[src/rtl/alu_simd_pkg.sv]
// alu_simd_pkg: shared SIMD mode encodings, lane limit and lane-count helper
package alu_simd_pkg;

    localparam int LANES_MAX = 4;

    typedef enum logic [1:0] {
        MODE_1L = 2'b00,
        MODE_2L = 2'b01,
        MODE_4L = 2'b10
    } simd_mode_t;

    function automatic int lanes_of(logic [1:0] mode);
        return (mode == MODE_2L) ? 2 : (mode == MODE_4L) ? 4 : 1;
    endfunction

endpackage

[src/rtl/alu_simd_pipe_if.sv]
// alu_simd_pipe_if: operand/result bundle between the MAC datapath and the SIMD ALU
interface alu_simd_pipe_if #(
    parameter int WIDTH     = 48,
    parameter int LANES_MAX = 4
);
    logic                   ce;
    logic                   in_valid;
    logic [1:0]             simd_mode;
    logic                   acc;
    logic [WIDTH-1:0]       w;
    logic [WIDTH-1:0]       x;
    logic [WIDTH-1:0]       y;
    logic [LANES_MAX-1:0]   cin;
    logic [WIDTH-1:0]       s;
    logic [2*LANES_MAX-1:0] cout;
    logic                   out_valid;

    modport master (output ce, in_valid, simd_mode, acc, w, x, y, cin, input s, cout, out_valid);
    modport slave  (input ce, in_valid, simd_mode, acc, w, x, y, cin, output s, cout, out_valid);
endinterface

[src/rtl/alu_simd_adder.sv]
// alu_simd_adder: combinational three-input lane-split adder; ALU_SIMD_SAT_EN enables per-lane saturation
module alu_simd_adder
    import alu_simd_pkg::*;
#(
    parameter int WIDTH = 48
) (
    input  logic [1:0]             mode,
    input  logic [WIDTH-1:0]       w,
    input  logic [WIDTH-1:0]       x,
    input  logic [WIDTH-1:0]       y,
    input  logic [LANES_MAX-1:0]   cin,
    output logic [WIDTH-1:0]       s,
    output logic [2*LANES_MAX-1:0] cout
);
    logic [2:0][WIDTH-1:0]       s_c;
    logic [2:0][2*LANES_MAX-1:0] c_c;

    // One adder set per lane configuration; carries never leave their lane
    for (genvar m = 0; m < 3; m++) begin : g_mode
        localparam int N  = 1 << m;
        localparam int LW = WIDTH / N;
        for (genvar g = 0; g < LANES_MAX; g++) begin : g_lane
            if (g < N) begin : g_on
                logic [LW+1:0] sum;
                assign sum = {2'b00, w[g*LW +: LW]} + {2'b00, x[g*LW +: LW]}
                           + {2'b00, y[g*LW +: LW]} + {{(LW+1){1'b0}}, cin[g]};
`ifdef ALU_SIMD_SAT_EN
                assign s_c[m][g*LW +: LW] = (sum[LW+1:LW] != 2'b00) ? '1 : sum[LW-1:0];
`else
                assign s_c[m][g*LW +: LW] = sum[LW-1:0];
`endif
                assign c_c[m][2*g +: 2] = sum[LW+1:LW];
            end else begin : g_off
                assign c_c[m][2*g +: 2] = 2'b00;
            end
        end
    end

    // Pick the configuration requested at runtime; mode 11 falls back to one lane
    always_comb begin
        s    = (lanes_of(mode) == 4) ? s_c[2] : (lanes_of(mode) == 2) ? s_c[1] : s_c[0];
        cout = (lanes_of(mode) == 4) ? c_c[2] : (lanes_of(mode) == 2) ? c_c[1] : c_c[0];
    end
endmodule

[src/rtl/alu_simd_pipe.sv]
// alu_simd_pipe: two-stage SIMD three-input adder with accumulate feedback; ALU_SIMD_SAT_EN enables saturation
module alu_simd_pipe #(
    parameter int WIDTH     = 48,
    parameter int LANES_MAX = alu_simd_pkg::LANES_MAX
) (
    input logic            clk,
    input logic            reset,
    alu_simd_pipe_if.slave bus
);
    logic [WIDTH-1:0]       r_w;
    logic [WIDTH-1:0]       r_x;
    logic [WIDTH-1:0]       r_y;
    logic [LANES_MAX-1:0]   r_cin;
    logic [1:0]             r_mode;
    logic                   r_acc;
    logic                   r_valid;
    logic [WIDTH-1:0]       w_op;
    logic [WIDTH-1:0]       sum_s;
    logic [2*LANES_MAX-1:0] sum_c;

    assign w_op = r_acc ? bus.s : r_w;

    alu_simd_adder #(.WIDTH(WIDTH)) u_add (
        .mode (r_mode),
        .w    (w_op),
        .x    (r_x),
        .y    (r_y),
        .cin  (r_cin),
        .s    (sum_s),
        .cout (sum_c)
    );

    // Stage 1: capture operands and controls
    always_ff @(posedge clk or posedge reset) begin
        if (reset) begin
            r_w     <= '0;
            r_x     <= '0;
            r_y     <= '0;
            r_cin   <= '0;
            r_mode  <= '0;
            r_acc   <= 1'b0;
            r_valid <= 1'b0;
        end else if (bus.ce) begin
            r_w     <= bus.w;
            r_x     <= bus.x;
            r_y     <= bus.y;
            r_cin   <= bus.cin;
            r_mode  <= bus.simd_mode;
            r_acc   <= bus.acc;
            r_valid <= bus.in_valid;
        end
    end

    // Stage 2: register the sum; invalid beats still update S so accumulation stays in step
    always_ff @(posedge clk or posedge reset) begin
        if (reset) begin
            bus.s         <= '0;
            bus.cout      <= '0;
            bus.out_valid <= 1'b0;
        end else if (bus.ce) begin
            bus.s         <= sum_s;
            bus.cout      <= sum_c;
            bus.out_valid <= r_valid;
        end
    end
endmodule
[src/flat_wrapper.sv]
// flat-port wrapper written by rule: the top's interface ports become plain ports
module alu_simd_pipe_flat 
#(
    parameter int WIDTH     = 48,
    parameter int LANES_MAX = alu_simd_pkg::LANES_MAX
)
  (clk, reset, bus_ce, bus_in_valid, bus_simd_mode, bus_acc, bus_w, bus_x, bus_y, bus_cin, bus_s, bus_cout, bus_out_valid);
  alu_simd_pipe_if #(.WIDTH(WIDTH), .LANES_MAX(LANES_MAX)) bus_i ();
  input logic clk;
  input logic reset;
  input wire logic [$bits(bus_i.ce)-1:0] bus_ce;
  input wire logic [$bits(bus_i.in_valid)-1:0] bus_in_valid;
  input wire logic [$bits(bus_i.simd_mode)-1:0] bus_simd_mode;
  input wire logic [$bits(bus_i.acc)-1:0] bus_acc;
  input wire logic [$bits(bus_i.w)-1:0] bus_w;
  input wire logic [$bits(bus_i.x)-1:0] bus_x;
  input wire logic [$bits(bus_i.y)-1:0] bus_y;
  input wire logic [$bits(bus_i.cin)-1:0] bus_cin;
  output wire logic [$bits(bus_i.s)-1:0] bus_s;
  output wire logic [$bits(bus_i.cout)-1:0] bus_cout;
  output wire logic [$bits(bus_i.out_valid)-1:0] bus_out_valid;
  assign bus_i.ce = bus_ce;
  assign bus_i.in_valid = bus_in_valid;
  assign bus_i.simd_mode = bus_simd_mode;
  assign bus_i.acc = bus_acc;
  assign bus_i.w = bus_w;
  assign bus_i.x = bus_x;
  assign bus_i.y = bus_y;
  assign bus_i.cin = bus_cin;
  assign bus_s = bus_i.s;
  assign bus_cout = bus_i.cout;
  assign bus_out_valid = bus_i.out_valid;
  alu_simd_pipe #(.WIDTH(WIDTH), .LANES_MAX(LANES_MAX)) u_core (.clk(clk), .reset(reset), .bus(bus_i));
endmodule
[config.mk]
export PLATFORM = sky130hd
export DESIGN_NAME = alu_simd_pipe_flat
export DESIGN_NICKNAME = d
export VERILOG_FILES = /design/src/rtl/alu_simd_pkg.sv /design/src/rtl/alu_simd_pipe_if.sv /design/src/rtl/alu_simd_adder.sv /design/src/rtl/alu_simd_pipe.sv /design/src/flat_wrapper.sv
export SDC_FILE = /design/constraint.sdc
export NUM_CORES = 1
export LEC_CHECK = 0
export CAP_MARGIN = 20
export CORE_MARGIN = 4
export CORE_UTILIZATION = 55
export CTS_CLUSTER_SIZE = 16
export DETAILED_ROUTE_END_ITERATION = 10
export HOLD_SLACK_MARGIN = 0.05
export MAX_ROUTING_LAYER = met4
export PLACE_DENSITY = 0.81
export RECOVER_POWER = 25
export SYNTH_ARGS = -nofsm -noshare
export SYNTH_HDL_FRONTEND = slang
export SYNTH_HIERARCHICAL = 1
export SYNTH_SLANG_ARGS = --single-unit
[constraint.sdc]
create_clock -name clk -period 9.6 [get_ports clk]
set_input_delay 2.88 -clock clk [delete_from_list [all_inputs] [get_ports clk]]
set_output_delay 2.88 -clock clk [all_outputs]
set_load 0.1 [all_outputs]
==> results of run 1 <==
cell type report:
type	instances	area share, %
sequential	209	31.1
multi-input combinational	867	47.8
clock buffer	37	4.58
inverter	31	0.736
clock inverter	7	0.409
timing repair buffer	218	13.0
tap	324	2.41
synth_stat cells, drive strengths merged (20+ instances only):
library cell | number | share of area (%)
ha | 55 | 5.0
nand2 | 61 | 1.6
nor2 | 56 | 1.5
fa | 57 | 8.2
mux2 | 257 | 24
a21o | 29 | 1.6
inv | 31 | 0.84
buf | 37 | 2.2
dfrtp | 209 | 38
a21oi | 74 | 2.7
clkbuf | 20 | 0.54
o21ai | 55 | 2.0
xnor2 | 32 | 2.0
report_power, final:
part | internal (W) | total (W) | switching (W) | leakage (nW)
Clock | 0.000578 | 0.000947 | 0.000368 | 0.413
Sequential | 0.00108 | 0.00123 | 0.000156 | 2.45
Combinational | 0.00150 | 0.00403 | 0.00253 | 4.38
cell usage in the layout (no fill, tap or decap), drive strengths merged, types with 9 or more instances in the layout:
| cell | n |
|---|---|
| nand2 | 61 |
| mux2 | 257 |
| a211oi | 12 |
| xnor2 | 32 |
| dfrtp | 209 |
| nand4 | 13 |
| nor3 | 9 |
| a21o | 29 |
| and2 | 9 |
| fa | 57 |
| clkbuf | 38 |
| a21oi | 74 |
| nand3 | 9 |
| a31oi | 14 |
| clkdlybuf4s50 | 209 |
| nor2 | 56 |
| inv | 32 |
| xor2 | 15 |
| ha | 55 |
| o21bai | 11 |
| o21ai | 55 |
worst max path at each step:
| stage | startpoint | endpoint | slack, ns | cells after the start |
|---|---|---|---|---|
| finish | u_core/r_acc | u_core/bus.cout[0] | 2.80 | 15 |
| global route | u_core/r_acc | u_core/bus.cout[0] | 2.37 | 15 |
| CTS | u_core/bus.s[24] | bus_s[24] | 4.57 | 1 |
| detailed placement | reset | u_core/r_w[20] | 4.41 | 3 |
| global placement | reset | u_core/r_w[19] | 4.44 | 3 |
| floorplan | reset | u_core/bus.cout[0] | 1.01 | 1 |
flip-flops by register name, indices dropped and copies added, names as in the netlist:
register,cells
u_core/bus.cout,8
u_core/bus.out_valid,1
u_core/r_acc,1
u_core/r_w,48
u_core/r_mode,2
u_core/r_valid,1
u_core/bus.s,48
u_core/r_cin,4
u_core/r_y,48
u_core/r_x,48
per-stage QoR:
step	total power [W]	instances	hold slack [ns]	cell area (um2)	utilization (%)
floorplan	0.00430	1164	0.477	13900	-
global placement	0.00516	1648	0.486	16100	65.4
detailed placement	0.00523	1648	0.493	16100	65.4
CTS	0.00622	1692	0.508	16900	68.8
global route	0.00662	1693	0.508	16800	68.4
finish	0.00621	1693	0.483	16800	68.4
kinds of logic (layout without fill, tap and decap cells):
family          Yosys count  in the layout  share of synthesized area (%)
mux                     261            261                           23.8
compound gates          250            250                           12.0
flops                   209            209                           37.6
simple gates            196            196                           6.77
fa+ha+maj               113            113                           13.2
buf+inv                  88            293                           3.55
xor+xnor                 47             47                           2.96
layer usage:
layer,GRT usage (%),share of wire [%],vias to the layer above
li1,-,-,4587
met1,34.6,46,4860
met2,37.2,46,339
met3,4.79,6.6,52
met4,4.98,2.0,0
met5,-,0,-
worst max-delay path: stages (launching register included):
cell,delay (ns)
dfrtp_2,0.33
clkbuf_1,2.24
mux2_2,0.50
fa_1,0.47
ha_1,0.24
fa_1,0.43
a211oi_1,0.35
nor2_1,0.15
a221oi_2,0.49
a311oi_2,0.21
o21ai_2,0.22
a21boi_0,0.10
o21ai_0,0.26
mux2i_1,0.24
o2111ai_1,0.15
mux2_2,0.29
==> run_results.csv, run 1 <==
group,metric,value,unit
outcome,status,"finished, violations left",
outcome,violations,"max-capacitance violations, max-slew violations",
setup_path,crit_arrival,7.21,ns
routing,vias,9838,
floorplan,dieArea,0.0279,mm2
floorplan,die-height,167,um
yosys,async_flop_share,100,%
setup_path,crit_path_start_kind,"flop",
global_routing,grt_pass1_wl,55300,um
run,drv_cap,1,
global_routing,overflow,0,
routing,wire_per_inst,19.9,um
setup_path,r2r-start,"u_core/r_acc",
yosys,ys_warn_count,6,
hold_path,worstHoldStart,"u_core/r_w[36]",
hold_path,min_to,"u_core/r_w[36]",
routing,ant_nets,0,
clock_tree,postCtsSetupBuffers,0,
routing,drc_errors,0,
sta,skew,0.0101,ns
power_and_ir_drop,power_density,369,mW/mm2
final_layout,area_growth,21.1,%
setup_path,rr_endpoint,"u_core/bus.cout[0]",
clock_tree,clkSlewWorstSetupHoldPaths,0.06,ns
placed_design,place_ws,4.41,ns
clock_tree,clk_root_buffer_cell,"clkbuf_16",
final_layout,drive_gt1_share,21.7,%
setup_path,crit_type,"reg -> reg",
clock_tree,clockBufferDepth,3,
sta,rsz0062_at_grt,"false",
global_routing,grt_pass1_vias,10303,
placed_design,dpl.hpwl,24700,um
floorplan,start_util,56.5,%
yosys,synth_edf_count,0,
floorplan,core_area,0.0246,mm2
hold_path,hold_depth,1,
yosys,synth_area,0.0139,mm2
global_routing,gr-usage-all-layers,24.4,%
setup_path,end_kind,"flop",
final_layout,seq_area,0.00523,mm2
sta,fin_ws,2.80,ns
routing,viasPerCell,5.81,
global_routing,antenna_found_initial,0,
yosys,yosysSeqAreaShare,37.6,%
clock_tree,ctsHoldBuffers,0,
yosys,synth.ff_latch_count,209,
placed_design,io_buffers,211,
setup_path,r2r_slack,2.80,ns
power_and_ir_drop,p_leak,7.24,nW
sta,worst_slew_pin_slew,3.18,ns
sta,setup_violations,0,
sta,final.period_utilization,70.9,%
sta,finalSetupTns,0,ns
global_routing,grt_max_degree,129,
routing,drtIter0Drc,888,
floorplan,die_w,167,um
yosys,synth_cells,1164,
setup_path,reg2regPathDepth,15,
routing,drt_pass1_iterations,7,
placed_design,place.gp.congestion,0.935,
clock_tree,numCtsBuffers,24,
yosys,synth.net_count,1431,
clock_tree,worstSkewPairLatency,0.52,ns
sta,final_max_slew_viol_count,50,
sta,hold_violations,0,
clock_tree,tritoncts,"yes",
yosys,synth.distinct_cells,76,
floorplan,num_rows,57,
setup_path,crit_required,10.00,ns
final_layout,multi_input_area,0.00804,mm2
floorplan,ioPinCount,212,
sta,fmax,147,MHz
clock_tree,cts_sinks,209,
clock_tree,cts_resized,0,
sta,relSlewSlack,-112,%
final_layout,diodes,0,
setup_path,crit_fanout,49,
yosys,avgSynthCellArea,11.9,um2
yosys,synth_ff_type,"dfrtp_1",
clock_tree,htreeDepth,1,
routing,wl,33700,um
final_layout,fillers,1805,
hold_path,hold_path.class,"reg -> reg",
sta,period_minus_slack,6.80,ns
final_layout,fin_nets,1618,
power_and_ir_drop,vdd_drop_max,0.264,mV
Power figures use the tool's default switching activity.
==> run 2, diff against run 1 <==
Settings changed: CORE_UTILIZATION 55 to 50, PLACE_DENSITY 0.81 to 0.78.
Clock period 9.6 ns to 5.9 ns, I/O delays scaled along.
==> run 2 against run 1 <==
The run still ends with max-capacitance violations, max-slew violations left. Global-route usage decreased by 1.6 points. Clock-buffer cell count fell by 3. Via count up 0.23%. Wire length grew 1.9%. Design area fell by 0.44%. Combinational power rose by 63%. Die area grew 9.5%. Fmax grew 39%. Critical path depth down 1. First-iteration DRC count shrank 22%. Register-to-register slack worse by 1.8 ns. Critical path type unchanged.
==> run_results.csv, run 2 (synthesized netlist as in run 1, its figures left out) <==
group,metric,value,unit
global_routing,grt_pass1_vias,10243,
floorplan,start_util,51.1,%
routing,drtIter0Drc,690,
final_layout,seq_area,0.00523,mm2
clock_tree,ctsHoldBuffers,0,
clock_tree,clockBufferDepth,3,
clock_tree,numCtsBuffers,23,
final_layout,fin_area,0.0167,mm2
power_and_ir_drop,power_density,595,mW/mm2
sta,relSlewSlack,-84.6,%
outcome,status,"finished, violations left",
global_routing,grt_max_degree,157,
final_layout,area_growth,20.5,%
power_and_ir_drop,sequentialPowerShare,20.3,%
power_and_ir_drop,p_switching,0.00498,W
floorplan,core_area,0.0272,mm2
routing,wire_per_inst,19.7,um
placed_design,dpl.hpwl,25500,um
sta,final_max_slew_viol_count,307,
sta,hold_violations,0,
sta,period_minus_slack,4.89,ns
clock_tree,tritoncts,"yes",
setup_path,end_kind,"flop",
clock_tree,cts_resized,0,
sta,setup_violations,0,
hold_path,hold_path.class,"reg -> reg",
sta,rsz0062_at_grt,"false",
global_routing,antenna_found_initial,0,
final_layout,fillers,2243,
routing,viasPerCell,5.67,
clock_tree,clk_root_buffer_cell,"clkbuf_16",
final_layout,diodes,0,
floorplan,ioPinCount,212,
sta,finalSetupTns,0,ns
floorplan,die_w,175,um
sta,final.period_utilization,82.9,%
clock_tree,clkSlewWorstSetupHoldPaths,0.06,ns
final_layout,drive_gt1_share,21.4,%
outcome,violations,"max-capacitance violations, max-slew violations",
final_layout,multi_input_area,0.00804,mm2
placed_design,io_buffers,211,
clock_tree,postCtsSetupBuffers,0,
final_layout,fin_nets,1618,
global_routing,overflow,0,
setup_path,crit_arrival,5.28,ns
power_and_ir_drop,comb_power_share,65.9,%
setup_path,crit_type,"reg -> reg",
routing,drt_pass1_iterations,5,
placed_design,place_area,0.0162,mm2
final_layout,final_common_cell,"clkdlybuf4s50_1",
power_and_ir_drop,vdd_drop_max,0.358,mV
routing,drc_errors,0,
clock_tree,htreeDepth,1,
power_and_ir_drop,p_int,0.00498,W
setup_path,crit_fanout,28,
sta,skew,0.0186,ns
setup_path,r2r_slack,1.01,ns
clock_tree,cts_sinks,209,
floorplan,num_rows,60,
placed_design,place.gp.congestion,0.896,
routing,vias,9861,
sta,fmax,204,MHz
run,drv_cap,3,
setup_path,crit_required,6.29,ns
global_routing,grt_pass1_wl,55600,um
power_and_ir_drop,clockPowerShare,13.8,%
setup_path,crit_path_start_kind,"flop",
floorplan,die-height,175,um
sta,worst_slew_pin_slew,2.77,ns
routing,wl,34300,um
floorplan,dieArea,0.0305,mm2
final_layout,most-common-layout-cells,"209 x clkdlybuf4s50_1, 208 x dfrtp_1, 157 x mux2_2, 73 x a21oi_1, 64 x mux2_4",
power_and_ir_drop,p_sw_share,50.0,%
clock_tree,worstSkewPairLatency,0.52,ns
power_and_ir_drop,p_leak,7.18,nW
global_routing,gr-usage-all-layers,22.8,%
routing,ant_nets,0,
-- run 2: worst paths after layout --
check	from	end	cells past startpoint
max	u_core/r_acc	u_core/bus.s[42]	14
min	u_core/r_valid	u_core/r_valid	1
max reg2reg	u_core/r_acc	u_core/bus.s[42]	14
min reg2reg	u_core/r_valid	u_core/r_valid	1
max in group asynchronous	reset	u_core/r_acc	3
min in group asynchronous	reset	u_core/bus.s[8]	3
-- run 2: cell type report --
type,count,area share [%]
Clock buffer,34,4.04
Clock inverter,7,0.269
Inverter,31,0.702
Multi-Input combinational cell,867,48.0
Sequential cell,209,31.2
Tap cell,372,2.78
Timing Repair Buffer,219,13.0
-- run 2: power groups by stage --
stage | registers [W] | logic (W) | clock network [W]
final | 0.00202 | 0.00657 | 0.00137
after global routing | 0.00207 | 0.00709 | 0.00147
after CTS | 0.00203 | 0.00655 | 0.00141
after detailed placement | 0.00205 | 0.00650 | 0
after global placement | 0.00204 | 0.00643 | 0
after floorplan | 0.00333 | 0.00366 | 0
-- run 2: stage by stage --
step | power (W) | instances | hold WS (ns) | worst slack, ns | utilization (%)
2_1_floorplan | 0.00700 | 1164 | 0.477 | 1.42 | -
3_3_place_gp | 0.00847 | 1698 | 0.489 | 1.18 | 59.6
3_5_place_dp | 0.00855 | 1698 | 0.491 | 1.12 | 59.6
4_1_cts | 0.0100 | 1739 | 0.512 | 1.08 | 62.2
5_1_grt | 0.0106 | 1739 | 0.519 | 0.582 | 61.6
6_report | 0.00996 | 1739 | 0.484 | 1.01 | 61.6
-- run 2: critical path: stages (launching register included) --
cell and delay [ns]:
dfrtp_2 0.82, mux2_2 0.43, fa_1 0.46, ha_1 0.24, fa_1 0.43, a211oi_1 0.34, nor3b_1 0.12, o211ai_1 0.39
nand3_1 0.17, a21oi_1 0.20, o31a_2 0.25, nor4_1 0.11, o41ai_2 0.42, xnor2_1 0.11, mux2_2 0.27
-- run 2: per-layer routing --
layer | GRT usage (%) | vias up | share of wire (%)
li1 | - | 4596 | -
met1 | 32.7 | 4899 | 47
met2 | 34.4 | 310 | 45
met3 | 4.00 | 56 | 5.9
met4 | 4.84 | 0 | 2.1
met5 | - | - | 0
